`src/rtl/sudoku_pkg.sv`:
```
// Shared types and constants for the game timer.
// Holds the timer state enum and default counter sizing.
package sudoku_pkg;

   typedef enum logic [1:0] {
      IDLE,
      RUNNING,
      PAUSED,
      FINISHED
   } timer_state_t;

   localparam int TIMER_W      = 12;
   localparam int TIMER_MAX    = 4095;
   localparam int SECS_PER_MIN = 60;

endpackage

```
`src/rtl/game_timer_if.sv`:
```
// Control/status bundle between button front-end and game timer.
// master: drives start/pause/stop pulses, reads time and status.
// slave : the timer; reads pulses, drives time and status.
interface game_timer_if #(
   parameter int TIMER_W = sudoku_pkg::TIMER_W
);
   logic               start;
   logic               pause;
   logic               stop;
   logic [TIMER_W-1:0] timer;
   logic [6:0]         minutes;
   logic [5:0]         seconds;
   logic               tick;
   logic               running;
   logic               finish;

   modport master (
      output start, pause, stop,
      input  timer, minutes, seconds, tick, running, finish
   );

   modport slave (
      input  start, pause, stop,
      output timer, minutes, seconds, tick, running, finish
   );
endinterface

```
`src/rtl/game_timer_tick_divider.sv`:
```
// Prescaler: counts 0..CLK_HZ-1 while en, pulses wrap on the last count.
// Ports: clk, rst (sync high), en, clr, wrap (combinational, internal use).
module tick_divider #(
   parameter int CLK_HZ = 50_000_000
) (
   input  logic clk,
   input  logic rst,
   input  logic en,
   input  logic clr,
   output logic wrap
);
   localparam int PW = (CLK_HZ > 1) ? $clog2(CLK_HZ) : 1;
   localparam logic [PW-1:0] LAST = PW'(CLK_HZ - 1);

   logic [PW-1:0] count;

   // When en is low the count holds, so a pause on the last count
   // leaves it at LAST and the wrap fires on the first enabled cycle.
   assign wrap = en && (count == LAST);

   always_ff @(posedge clk) begin
      if (rst) begin
         count <= '0;
      end else if (clr) begin
         count <= '0;
      end else if (en) begin
         count <= wrap ? '0 : count + 1'b1;
      end
   end
endmodule

```
`src/rtl/game_timer.sv`:
```
// Elapsed game time: 1 Hz prescaler, start/pause/finish FSM,
// saturating seconds counter mirrored as minutes/seconds.
// Ports: clk_50MHz, rst (sync high), bus (game_timer_if.slave).
module game_timer #(
   parameter int CLK_HZ    = 50_000_000,
   parameter int TIMER_W   = sudoku_pkg::TIMER_W,
   parameter int TIMER_MAX = sudoku_pkg::TIMER_MAX
) (
   input  logic         clk_50MHz,
   input  logic         rst,
   game_timer_if.slave  bus
);
   import sudoku_pkg::*;

   localparam logic [TIMER_W-1:0] PRE_MAX = TIMER_W'(TIMER_MAX - 1);
   localparam logic [5:0]         SEC_TOP = 6'(SECS_PER_MIN - 1);

   timer_state_t       state;
   logic [TIMER_W-1:0] timer;
   logic [6:0]         minutes;
   logic [5:0]         seconds;
   logic               tick;
   logic               running;
   logic               finish;

   logic launch;
   logic count_en;
   logic wrap;

   // Start only matters where a new game may begin.
   assign launch = bus.start &&
                   ((state == IDLE) || (state == FINISHED));

   // A stop or pause cycle does not count, so a wrap on that
   // cycle is discarded and the prescaler holds.
   assign count_en = (state == RUNNING) && !bus.pause && !bus.stop;

   tick_divider #(
      .CLK_HZ (CLK_HZ)
   ) u_div (
      .clk  (clk_50MHz),
      .rst  (rst),
      .en   (count_en),
      .clr  (launch),
      .wrap (wrap)
   );

   always_ff @(posedge clk_50MHz) begin
      if (rst) begin
         state   <= IDLE;
         timer   <= '0;
         minutes <= '0;
         seconds <= '0;
         tick    <= 1'b0;
         running <= 1'b0;
         finish  <= 1'b0;
      end else begin
         tick <= 1'b0;
         unique case (state)
            IDLE, FINISHED: begin
               if (bus.start) begin
                  state   <= RUNNING;
                  timer   <= '0;
                  minutes <= '0;
                  seconds <= '0;
                  running <= 1'b1;
                  finish  <= 1'b0;
               end
            end
            RUNNING: begin
               priority case (1'b1)
                  bus.stop: begin
                     state   <= FINISHED;
                     running <= 1'b0;
                     finish  <= 1'b1;
                  end
                  bus.pause: begin
                     state   <= PAUSED;
                     running <= 1'b0;
                  end
                  wrap: begin
                     timer <= timer + 1'b1;
                     tick  <= 1'b1;
                     if (seconds == SEC_TOP) begin
                        seconds <= '0;
                        minutes <= minutes + 7'd1;
                     end else begin
                        seconds <= seconds + 6'd1;
                     end
                     // The increment reaching the max also ends the game.
                     if (timer == PRE_MAX) begin
                        state   <= FINISHED;
                        running <= 1'b0;
                        finish  <= 1'b1;
                     end
                  end
                  default: ;
               endcase
            end
            PAUSED: begin
               priority case (1'b1)
                  bus.stop: begin
                     state  <= FINISHED;
                     finish <= 1'b1;
                  end
                  bus.pause: begin
                     state   <= RUNNING;
                     running <= 1'b1;
                  end
                  default: ;
               endcase
            end
            default: begin
               state <= IDLE;
            end
         endcase
      end
   end

   assign bus.timer   = timer;
   assign bus.minutes = minutes;
   assign bus.seconds = seconds;
   assign bus.tick    = tick;
   assign bus.running = running;
   assign bus.finish  = finish;
endmodule

```
`src/flat_wrapper.sv`:
```
// flat-port wrapper written by rule: the top's interface ports become plain ports
module game_timer_flat import sudoku_pkg::*;
#(
   parameter int CLK_HZ    = 50_000_000,
   parameter int TIMER_W   = sudoku_pkg::TIMER_W,
   parameter int TIMER_MAX = sudoku_pkg::TIMER_MAX
)
  (clk_50MHz, rst, bus_start, bus_pause, bus_stop, bus_timer, bus_minutes, bus_seconds, bus_tick, bus_running, bus_finish);
  game_timer_if #(.TIMER_W(TIMER_W)) bus_i ();
  input  logic clk_50MHz;
  input  logic rst;
  input wire logic [$bits(bus_i.start)-1:0] bus_start;
  input wire logic [$bits(bus_i.pause)-1:0] bus_pause;
  input wire logic [$bits(bus_i.stop)-1:0] bus_stop;
  output wire logic [$bits(bus_i.timer)-1:0] bus_timer;
  output wire logic [$bits(bus_i.minutes)-1:0] bus_minutes;
  output wire logic [$bits(bus_i.seconds)-1:0] bus_seconds;
  output wire logic [$bits(bus_i.tick)-1:0] bus_tick;
  output wire logic [$bits(bus_i.running)-1:0] bus_running;
  output wire logic [$bits(bus_i.finish)-1:0] bus_finish;
  assign bus_i.start = bus_start;
  assign bus_i.pause = bus_pause;
  assign bus_i.stop = bus_stop;
  assign bus_timer = bus_i.timer;
  assign bus_minutes = bus_i.minutes;
  assign bus_seconds = bus_i.seconds;
  assign bus_tick = bus_i.tick;
  assign bus_running = bus_i.running;
  assign bus_finish = bus_i.finish;
  game_timer #(.CLK_HZ(CLK_HZ), .TIMER_W(TIMER_W), .TIMER_MAX(TIMER_MAX)) u_core (.clk_50MHz(clk_50MHz), .rst(rst), .bus(bus_i));
endmodule
```
`config.mk`:
```
export PLATFORM = sky130hd
export DESIGN_NAME = game_timer_flat
export DESIGN_NICKNAME = d
export VERILOG_FILES = /design/src/rtl/sudoku_pkg.sv /design/src/rtl/game_timer_if.sv /design/src/rtl/game_timer_tick_divider.sv /design/src/rtl/game_timer.sv /design/src/flat_wrapper.sv
export SDC_FILE = /design/constraint.sdc
export NUM_CORES = 1
export LEC_CHECK = 0
export CORE_ASPECT_RATIO = 0.7
export CORE_MARGIN = 3
export CORE_UTILIZATION = 43
export CTS_CLUSTER_DIAMETER = 60
export DETAILED_ROUTE_END_ITERATION = 12
export PLACE_DENSITY = 0.74
export SETUP_SLACK_MARGIN = 0.02
export SLEW_MARGIN = 20
export SYNTH_ARGS = -nofsm -noshare
export SYNTH_HDL_FRONTEND = slang
export SYNTH_SLANG_ARGS = --single-unit
```
`constraint.sdc`:
```
create_clock -name clk_50MHz -period 4.9 [get_ports clk_50MHz]
set_input_delay 0.735 -clock clk_50MHz [delete_from_list [all_inputs] [get_ports clk_50MHz]]
set_output_delay 0.735 -clock clk_50MHz [all_outputs]
set_load 0.01 [all_outputs]
```
==> summary.txt <==
Initial antenna violation count - 0
Leading register cell type out of synthesis - dfxtp_1
Core area - 6340 µm²
Sw frac - 29.5%
Crit path largest cell delay - 0.89 ns
Power share of the sequential group - 47.5%
Yosys Warn Count - 0
Initial Util - 45.1%
Post-CTS Hold Fix Bufs - 0
Die Height - 74.2 µm
Final Non-Filler Cells - 466
Part of the power in combinational logic - 19.5%
Top fanout value on the critical path - 21
Clk root buf - clkbuf_8
Dpl cells - 458
Width of the die - 103 µm
Area of the mapped netlist - 2860 µm²
Max Slew Vio Count - 0
R2r setup slk - 1.48 ns
Vias/cell - 5.67
GRT overflow - 0
Max-slew headroom - 33.4%
Outcome - completed
Clock transition at the registers of the reported paths - 0.11 ns
Post-CTS Setup Inserts - 0
Hold_ws - 0.488 ns
Sequential area share after synthesis - 39.2%
Placer Congestion - 0.954
Maxcap violations - 0
Hold path startpoint - u_core.bus.minutes[6]
Async SR Flop Fraction - 0%
Clock skew - 0.0131 ns
Critical path's slowest cell - nor4_1
Worst Hold Class - reg -> reg
Die Area - 7670 µm²
DRT antenna net count - 0
Antenna diodes - 0
Layout cell share with drive strength beyond 1 - 5.33%
Detail Placement HPWL - 5000 µm
Clock power frac - 33.0%
Largest net degree at the start of global routing - 26
Pint - 0.694 mW
Req. time, crit path - 5.09 ns
NetSw - 0.291 mW
Fin crit share - 69.9%
Most numerous cell in the Yosys netlist - dfxtp_1
Synth area leaders - dfxtp_1 39%, nand2_1 4.9%, nor2_1 4.9%
Vias after detailed routing - 2643
Iteration-0 DRC count of the detailed router - 276
Top-Level Pins - 33
Total wire length - 6800 µm
Yosys top cell area share - 39.2%
RSZ-0062 raised after global routing - false
Design area - 3370 µm²
Vias in the first global route - 2279
Peak supply drop - 207 µV
Top cell by count, worst path - nor4_1
Per-cell routed wire length - 14.6 µm
CP cell instances - inv_1 -> ha_1 -> or3b_1 -> nor4_1 -> nand2_1 -> nor4_1 -> xnor2_1 -> nor2_1
Crit end category - flip-flop
IO Port Bufs - 32
CTS Buf Count - 5
Drc violations - 0
# rows - 24
Synth area leader - dfxtp_1
Syn Nets - 358
Worst Hold Depth - 1
Pre-antenna DRT Iters - 5
Synth Instances - 346
CTS max path bufs - 2
Avg Cell Area, Syn - 8.26 µm²
Startpoint Class - flip-flop
Nets - 386
Worst slew pin tran - 0.990 ns
Worst r2r src - u_core.state[1]
Worst r2r dst - u_core.u_div.count[25]
Post-CTS Resized - 0
Worst-Skew Late Latency - 0.32 ns
Cell depth of the worst flop-to-flop path - 8
Clock period minus final worst setup slack - 3.42 ns
H-Tree Depth - 2
Pwr dens - 292 nW/µm²
First-pass GRT wire length - 11400 µm
Post-route setup TNS - 0 ns
Most common library cells after synthesis - 56 x dfxtp_1, 37 x nand2_1, 37 x nor2_1
Hold path endpoint - u_core.bus.minutes[6]
P&R area growth vs syn - 18.1%
DP Area - 3250 µm²
Final setup vio count - 0
CTS tree - built
Cell variety after synth - 47
GRT Total Usage - 18.9%
Peak Freq - 292 MHz
LEAKAGE - 1.09 nW
Yosys reg bits - 56
Setup Crit Path Kind - reg -> reg
EDFF count, synth - 0
CTS Sinks - 56
Fin. Hold Viols - 0
WP data arrival - 3.61 ns
-- cell families after synthesis --
| group | share of synthesized area [%] |
|---|---|
| adders and majority gates | 3.07 |
| AOI/OAI and AO/OA | 14.6 |
| DFF | 39.2 |
| buffers and inverters | 3.33 |
| xor gates and xnor gates | 7.05 |
| and+or+nand+nor | 32.0 |
| muxes | 0.745 |
-- critical path: cells and delay by family, from the launching register on --
kind / cells / cell delay [ns]
and+or+nand+nor: 5 / 2.12
DFF: 1 / 0.33
adders and majority gates: 1 / 0.61
xor gates and xnor gates: 1 / 0.16
buffers and inverters: 1 / 0.07
-- sequential cells by signal, indices dropped and copies added (netlist names) --
| register | flops |
|---|---|
| u_core.bus.finish | 1 |
| u_core.bus.minutes | 7 |
| u_core.bus.running | 1 |
| u_core.bus.seconds | 6 |
| u_core.bus.tick | 1 |
| u_core.bus.timer | 12 |
| u_core.state | 2 |
| u_core.u_div.count | 26 |
-- metrics by stage --
stage	power [mW]	worst slack (ns)	utilization [%]
floorplan	0.606	2.09	-
global placement	0.663	1.41	51.3
detailed placement	0.666	1.34	51.3
CTS	0.990	1.53	53.2
global route	1.03	1.19	53.2
finish	0.986	1.48	53.2
-- power by group through the flow --
stage,registers [mW],clock network (mW),logic (mW)
finish,0.469,0.325,0.192
global route,0.470,0.351,0.210
CTS,0.469,0.334,0.188
detailed placement,0.479,0,0.187
global placement,0.479,0,0.184
floorplan,0.480,0,0.126
-- layout make-up --
class / count / area [µm²]
Timing Repair Buffer: 35 / 343
Clock inverter: 2 / 38.8
Fill cell: 595 / 2960
Sequential cell: 56 / 1120
Multi-Input combinational cell: 267 / 1640
Clock buffer: 6 / 82.6
Inverter: 9 / 33.8
Tap cell: 91 / 114
-- layer usage --
layer / wire [µm] / vias to the layer above / part of all wire [%] / global-route usage (%)
met4: 88 / 0 / 1.3 / 6.03
met3: 525 / 8 / 7.7 / 3.94
met5: 0 / - / 0 / 0
met1: 3490 / 1227 / 51 / 29.6
li1: - / 1307 / - / -
met2: 2690 / 101 / 40 / 25.4
-- worst max path at each step --
stage	startpoint	depth (start not counted)	to	slack (ns)
after floorplan	bus_stop	7	u_core.bus.timer[11]	2.09
final	u_core.state[1]	8	u_core.u_div.count[25]	1.48
after global routing	u_core.state[1]	8	u_core.u_div.count[25]	1.19
after CTS	u_core.state[1]	7	u_core.bus.timer[11]	1.53
after global placement	bus_stop	6	u_core.bus.timer[11]	1.41
after detailed placement	bus_stop	6	u_core.bus.timer[11]	1.34
-- placed cells by master (no fill, tap or decap), types with 3 or more instances in the layout --
cell type,n
clkdlybuf4s50_1,32
nand3_1,22
buf_4,3
o211ai_1,4
nor2_1,37
nand2b_1,8
xor2_1,12
a21oi_1,17
o2bb2ai_1,4
and4_1,4
or2_2,4
dfxtp_1,56
nand4_1,13
ha_1,7
a211oi_1,6
o31ai_1,3
nor2b_1,3
or4_1,4
o21ai_0,11
o32ai_1,3
xnor2_1,11
or3_1,7
a21o_1,5
inv_1,9
nor3_1,9
nand2_1,37
nor4b_1,4
clkbuf_8,6
and3_1,5
nor4_1,5
No activity file was read; power rests on OpenSTA's default activity.
